--- config.mk ---
export PLATFORM = sky130hd
export DESIGN_NAME = vga_timing_gen
export DESIGN_NICKNAME = d
export VERILOG_FILES = /design/src/rtl/vga_timing_gen.sv
export SDC_FILE = /design/constraint.sdc
export NUM_CORES = 1
export LEC_CHECK = 0
export CORE_UTILIZATION = 47
export DETAILED_ROUTE_END_ITERATION = 10
export PLACE_DENSITY = 0.79
export SLEW_MARGIN = 30
export SYNTH_ARGS = -nofsm -noshare
export SYNTH_HDL_FRONTEND = slang
export SYNTH_SLANG_ARGS = --single-unit
--- constraint.sdc ---
create_clock -name clk -period 2.58 [get_ports clk]
set_input_delay 0.516 -clock clk [delete_from_list [all_inputs] [get_ports clk]]
set_output_delay 0.516 -clock clk [all_outputs]
set_load 0.01 [all_outputs]
--- src/rtl/vga_timing_gen.sv ---
// 640x480@60 VGA raster timing: pixel-rate counters, blanking and registered sync/colour pins.
// Pins lag the presented hCount/vCount by one pixel period; there is no backpressure because the raster is free-running.
module vga_timing_gen #(
  parameter int CLK_DIV   = 4,
  parameter int H_SYNC    = 96,
  parameter int H_BACK    = 48,
  parameter int H_VISIBLE = 640,
  parameter int H_FRONT   = 16,
  parameter int V_SYNC    = 2,
  parameter int V_BACK    = 33,
  parameter int V_VISIBLE = 480,
  parameter int V_FRONT   = 10
) (
  input  logic        clk,
  input  logic        rst,
  input  logic [11:0] rgb,
  output logic [9:0]  hCount,
  output logic [9:0]  vCount,
  output logic        bright,
  output logic        pix_en,
  output logic        frame_tick,
  output logic        hSync,
  output logic        vSync,
  output logic [3:0]  vgaR,
  output logic [3:0]  vgaG,
  output logic [3:0]  vgaB
);

  localparam int H_TOTAL = H_SYNC + H_BACK + H_VISIBLE + H_FRONT;
  localparam int V_TOTAL = V_SYNC + V_BACK + V_VISIBLE + V_FRONT;
  localparam int DIV_W   = (CLK_DIV > 2) ? $clog2(CLK_DIV) : 1;

  localparam logic [DIV_W-1:0] DIV_LAST = DIV_W'(CLK_DIV - 1);
  localparam logic [9:0] H_LAST   = 10'(H_TOTAL - 1);
  localparam logic [9:0] V_LAST   = 10'(V_TOTAL - 1);
  localparam logic [9:0] H_SYNC_W = 10'(H_SYNC);
  localparam logic [9:0] V_SYNC_W = 10'(V_SYNC);
  localparam logic [9:0] H_VIS_LO = 10'(H_SYNC + H_BACK);
  localparam logic [9:0] H_VIS_HI = 10'(H_SYNC + H_BACK + H_VISIBLE - 1);
  localparam logic [9:0] V_VIS_LO = 10'(V_SYNC + V_BACK);
  localparam logic [9:0] V_VIS_HI = 10'(V_SYNC + V_BACK + V_VISIBLE - 1);

  logic [DIV_W-1:0] div;

  assign pix_en     = (div == DIV_LAST);
  assign frame_tick = pix_en && (hCount == H_LAST) && (vCount == V_LAST);
  assign bright     = (hCount >= H_VIS_LO) && (hCount <= H_VIS_HI) &&
                      (vCount >= V_VIS_LO) && (vCount <= V_VIS_HI);

  always_ff @(posedge clk or negedge rst) begin
    if (!rst) begin
      div    <= '0;
      hCount <= '0;
      vCount <= '0;
    end else begin
      div <= pix_en ? '0 : div + 1'b1;
      if (pix_en) begin
        if (hCount == H_LAST) begin
          hCount <= '0;
          vCount <= (vCount == V_LAST) ? 10'd0 : vCount + 10'd1;
        end else begin
          hCount <= hCount + 10'd1;
        end
      end
    end
  end

  // Sync and colour are captured together so they leave with identical delay.
  always_ff @(posedge clk or negedge rst) begin
    if (!rst) begin
      hSync <= 1'b1;
      vSync <= 1'b1;
      vgaR  <= '0;
      vgaG  <= '0;
      vgaB  <= '0;
    end else if (pix_en) begin
      hSync              <= ~(hCount < H_SYNC_W);
      vSync              <= ~(vCount < V_SYNC_W);
      {vgaR, vgaG, vgaB} <= bright ? rgb : 12'h000;
    end
  end

endmodule
Word-level counts from Yosys, hierarchy flattened
Cells that the tools add are included.

cells by class
  add/subtract/negate cells = 3
  bitwise gates (word level) = 2
  eq/ne operators = 3
  reduce and logical (&&, ||, !) cells = 6
  order comparisons = 6
  muxes and demuxes = 4

operators by type and width
  operator                                                             number
  adder 10 x 1 -> 10 bit (second input constant)                       2
  equality test 10 bit (second input constant)                         2
  less-or-equal comparator 10 bit (second input constant)              2
  2-to-1 mux 10 bit                                                    2
  2-to-1 mux 12 bit                                                    1
  greater-or-equal comparator 10 x 6 -> 1 bit (second input constant)  1
  greater-or-equal comparator 10 x 8 -> 1 bit (second input constant)  1
  less-than comparator 10 x 2 -> 1 bit (second input constant)         1
  less-than comparator 10 x 7 -> 1 bit (second input constant)         1
  logical AND 1 bit                                                    5
  adder 2 x 1 -> 2 bit (second input constant)                         1
  equality test 2 bit (second input constant)                          1
  2-to-1 mux 2 bit                                                     1
  NOT 1 bit                                                            2
  AND reduction 2 bit                                                  1

word-level totals
  flip-flop bits (word level) = 36
  input port bits = 14
  output and inout bits = 37

Depth between registers and ports, before layout
  depth in word-level cells = 5
  depth in mapped cells = 7
  gate-level depth less buffers = 6

Worst setup path after synthesis
Ideal clock, no wire load.

  kind = reg-to-output
  start = register vCount[6]
  end = output frame_tick
  data arrival time = 1,797 ps
  buffers on the path = 0
  slack = 267 ps
  cell stages (with the launch flop) = 4
  cell sequence = dfrtp_1 -> or4_4 -> or4_1 -> nor2_1

on the way
  word-level cells in the longest chain between the ends = 2

ends and longest elaborated chain
  element                 RTL line  RTL
  start, declared         18        output logic [9:0] vCount,
  start signal, assigned  60        vCount <= (vCount == V_LAST) ? 10'd0 : vCount + 10'd1;
  equality test 10 bit    46        assign frame_tick = pix_en && (hCount == H_LAST) && (vCount == V_LAST);
  logical AND 1 bit       46
  end, declared           21        output logic frame_tick,

Every way passes these cells.

Worst setup path after layout
  start = register vCount[6]
  end = output bright

on the way
  word-level cells in the longest chain between the ends = 3
  elaborated cells between the ends (all ways) = 4
  those cells by class = order compare (2); reduce/logical (2)

ends and longest elaborated chain
  element                                      RTL line  RTL
  greater-or-equal comparator 10 x 6 -> 1 bit  48        (vCount >= V_VIS_LO) && (vCount <= V_VIS_HI);
  logical AND 1 bit                            47        assign bright = (hCount >= H_VIS_LO) && (hCount <= H_VIS_HI) &&
  logical AND 1 bit *                          48
  end, declared                                19        output logic bright,

Mark *: on every way between the ends. The rest lies on a longest branch, timed or not.

==> results list <==
* Cell Area, Synth: 1770 um^2
- Critical Path End Type: output pin
- Post-DP HPWL: 3063 um
* Input/output buffers: 50
- Height of the die: 63.38 um
* Maximum resistive drop on vdd: 261.0 uV
- Counting flops with a built-in enable in the synthesized netlist gives 0.
- Fraction of registers with async set/reset: 100.0%
- Number of antenna violations at the first check in global routing: 0
* Cell area after layout: 2506 um^2
* Total congestion overflow: 0
- The final count of pins violating max slew was 0.
- Actual slew at the worst max-slew pin: 0.4300 ns
- Post-synth top area share: 48.06%
- Static Leak: 1.143 nW
- Horizontal extent of the die: 63.38 um
- Number of buffers inserted by post-CTS setup repair: 0
* Most instantiated cells after synthesis: sky130_fd_sc_hd__dfrtp_1, sky130_fd_sc_hd__nor2_1, sky130_fd_sc_hd__nor2b_1
- Post-synthesis area per instance: 10.48 um^2
* Max Freq: 0.4001 GHz
- In this run the worst hold path is classified as reg -> reg.
- Along the worst hold path, the cell count comes to 1.
- Setup violations remaining at the end of the flow were counted as 0.
* Most common cell in the netlist: sky130_fd_sc_hd__dfrtp_1
- Number of cells in the design after placement: 273
- Number of remaining DRC errors: 0
- In this run the count of I/O pins placed on the die edge is 51.
- Top_reg_cell synth: sky130_fd_sc_hd__dfrtp_1
- Latest clock arrival within the worst-skew pair: 0.29 ns
- Worst Reg-to-Reg Cells: 5
* CTS H-tree lvls: 2
* Clock Tree Buf Depth: 2
* Routed length per instance: 14.89 um
* Normalized max-slew margin: 71.07%
* Total iterations of the first detailed-routing run: 4
- The root buffer cell chosen for the clock tree is sky130_fd_sc_hd__clkbuf_8.
- The repair_antennas step left the layout with diodes totalling 0.
* Part of the cycle the worst path needs: 96.89%
* Source of the worst register-to-register timing path: vCount[6]
- The final layout contains routed wiring with a total length of 4184 um.
* Max FO, Critical Path: 3
- Entering global routing, the biggest net connects 39 pins.
- At the end of the flow the core is filled with cells to 72.26%.
- Endpoint required time on the critical path: 2.06 ns
- Setup repair after global routing left no endpoint under its margin.
- The core region is 3468 um^2.
- The critical path goes through or4_4 -> a211o_1 -> a221oi_2 -> buf_2.
- CTS saw 36 sinks.
- Crit Path Category: reg -> out
- Area growth, synth to finish: 41.55%
- Starting density of the core: 51.05%
- Min-Delay Startpoint: div[0]
- For hold timing, the worst endpoint is div[0].
- The floorplan has 21 rows.
* Pwr Density: 398.7 nW/um^2
* Max capacitance violation total: 0
- Result of the run: finished clean
- CTS tree: yes
- For the finished layout, the period the worst path requires is 2.500 ns.
- The setup check on the worst reg-to-reg path leaves a slack of 0.60 ns.
- The number of hold violations in the final report came to 0.
* Global-route wire length before repair: 7176 um
- The post-route netlist has 14.89% of its cells at a drive strength greater than 1.
- Highest cell delay on the worst timing path: 0.56 ns
- The Yosys step of the flow raised 0 warnings.
- Detail Route Antenna Nets: 0
- The number of nets handed over by synthesis was 189.
- The endpoint identified for the worst register-to-register timing path is vgaB[3].
- For the worst setup path, the data arrival time is 1.98 ns.
* Synthesized instance count: 169
- The die covers 4016 um^2.
* Gp weighted congestion: 0.9374
- After clock tree synthesis, the clock-pin slew on the worst setup and hold paths is 0.07 ns.
- Area post-placement: 2415 um^2
* Distinct cell type count of the synthesized netlist: 37
- Critical Path Start Type: flip-flop
- In the global route stage, overall resource usage came out at 23.42%.
- Sequential cells were found to cover 51.02% of the synthesized design area.
- Synthesis inferred 36 register bits.
* Vias in the first global route: 1,567
- Hold repair after CTS inserted 0 buffers.
- Clock buffers created by TritonCTS: 5
* Violation count after the first detailed-routing iteration: 66
- Final setup skew: 0.01012 ns
- The final layout contains 254 nets.
- In the post-synthesis netlist, the biggest area contributors are sky130_fd_sc_hd__dfrtp_1, sky130_fd_sc_hd__a31o_1, sky130_fd_sc_hd__ha_1.
- Total via count in the routed design: 1,517
* Via density per instance: 5.399
- After the flow finishes, the layout carries non-filler instances totaling 281.
- Slowest cell on crit path: sky130_fd_sc_hd__or4_4
- Library cell with the largest summed area after synthesis: sky130_fd_sc_hd__dfrtp_1
[final cells by class]
cell class | instances | area (um^2)
inverter | 6 | 22.52
clock buffer | 8 | 90.09
fill | 273 | 962.2
multi-input combinational | 118 | 814.5
sequential | 36 | 903.4
tap | 46 | 57.56
timing repair buffer | 67 | 618.1
[registers in the layout, indices dropped and copies added (netlist names)]
signal  cells
vgaR        4
hCount     10
div         2
hSync       1
vSync       1
vgaB        4
vgaG        4
vCount     10
[kinds of logic after synthesis]
kind of cell               share of synthesized area (%)
and+or+nand+nor                                    22.26
DFF                                                51.02
AOI/OAI and AO/OA                                  11.38
buffers and inverters                              3.604
xor gates and xnor gates                           6.926
adders and majority gates                          4.240
muxes                                             0.5654
[power by group]
group          switching (mW)  internal (mW)
clock                   0.185          0.218
sequential                  0          0.565
combinational          0.0134         0.0183
[what timing repair did]
action / in CTS / in global routing
endpoints found under the hold margin: 0 / 0
pin swaps: 1 / 1
resized for setup: 10 / 1
setup endpoints to repair: 2 / 1
[critical path, delay by kind of cell, from the launching register on]
| family | cells | cell delay, ns |
|---|---|---|
| AOI/OAI and AO/OA | 2 | 0.57 |
| buffers and inverters | 1 | 0.19 |
| DFF | 1 | 0.38 |
| and+or+nand+nor | 1 | 0.56 |
[placed cells by master (no fill, tap or decap), types with 2 or more instances in the layout]
cell and instances:
sky130_fd_sc_hd__ha_1 6, sky130_fd_sc_hd__o21ai_0 6, sky130_fd_sc_hd__buf_4 17, sky130_fd_sc_hd__nor4_1 3, sky130_fd_sc_hd__dfstp_2 2, sky130_fd_sc_hd__nand3_1 7
sky130_fd_sc_hd__a31o_2 3, sky130_fd_sc_hd__clkdlybuf4s50_1 48, sky130_fd_sc_hd__nand2_1 8, sky130_fd_sc_hd__clkbuf_1 2, sky130_fd_sc_hd__nor2b_1 12, sky130_fd_sc_hd__nor3_1 3
sky130_fd_sc_hd__xnor2_1 7, sky130_fd_sc_hd__inv_1 6, sky130_fd_sc_hd__and3_1 5, sky130_fd_sc_hd__xor2_1 7, sky130_fd_sc_hd__dfrtp_1 34, sky130_fd_sc_hd__buf_2 2
sky130_fd_sc_hd__nor2_1 13, sky130_fd_sc_hd__clkbuf_8 6, sky130_fd_sc_hd__or4_4 2, sky130_fd_sc_hd__a31o_1 9, sky130_fd_sc_hd__and4_1 3, sky130_fd_sc_hd__nand4_1 9
[how the worst max path moves through the flow]
stage | from | endpoint | slack [ns]
2_1_floorplan | vCount[6] | frame_tick | 0.27
3_3_place_gp | vCount[6] | frame_tick | -0.06
3_5_place_dp | vCount[6] | frame_tick | -0.1
4_1_cts | vCount[6] | frame_tick | 0.05
5_1_grt | vCount[6] | bright | 0.008
6_report | vCount[6] | bright | 0.08
[through the flow]
step                power [mW]  hold slack (ns)  setup TNS (ns)  setup slack (ns)
floorplan               0.5753           0.2204               0            0.2666
global placement        0.6064           0.4144         -0.1117          -0.06327
detailed placement      0.6073           0.4244         -0.1432          -0.09896
CTS                      1.009           0.4344               0           0.04965
global route             1.036           0.4613               0          0.008011
finish                  0.9991           0.4398               0           0.08036
[layer usage]
layer | GRT usage [%] | wire length [um]
met1 | 27.15 | 1764
met2 | 38.96 | 2063
met3 | 4.891 | 216
met4 | 15.06 | 139
met5 | 0 | 0
Power figures use the tool's default switching activity.
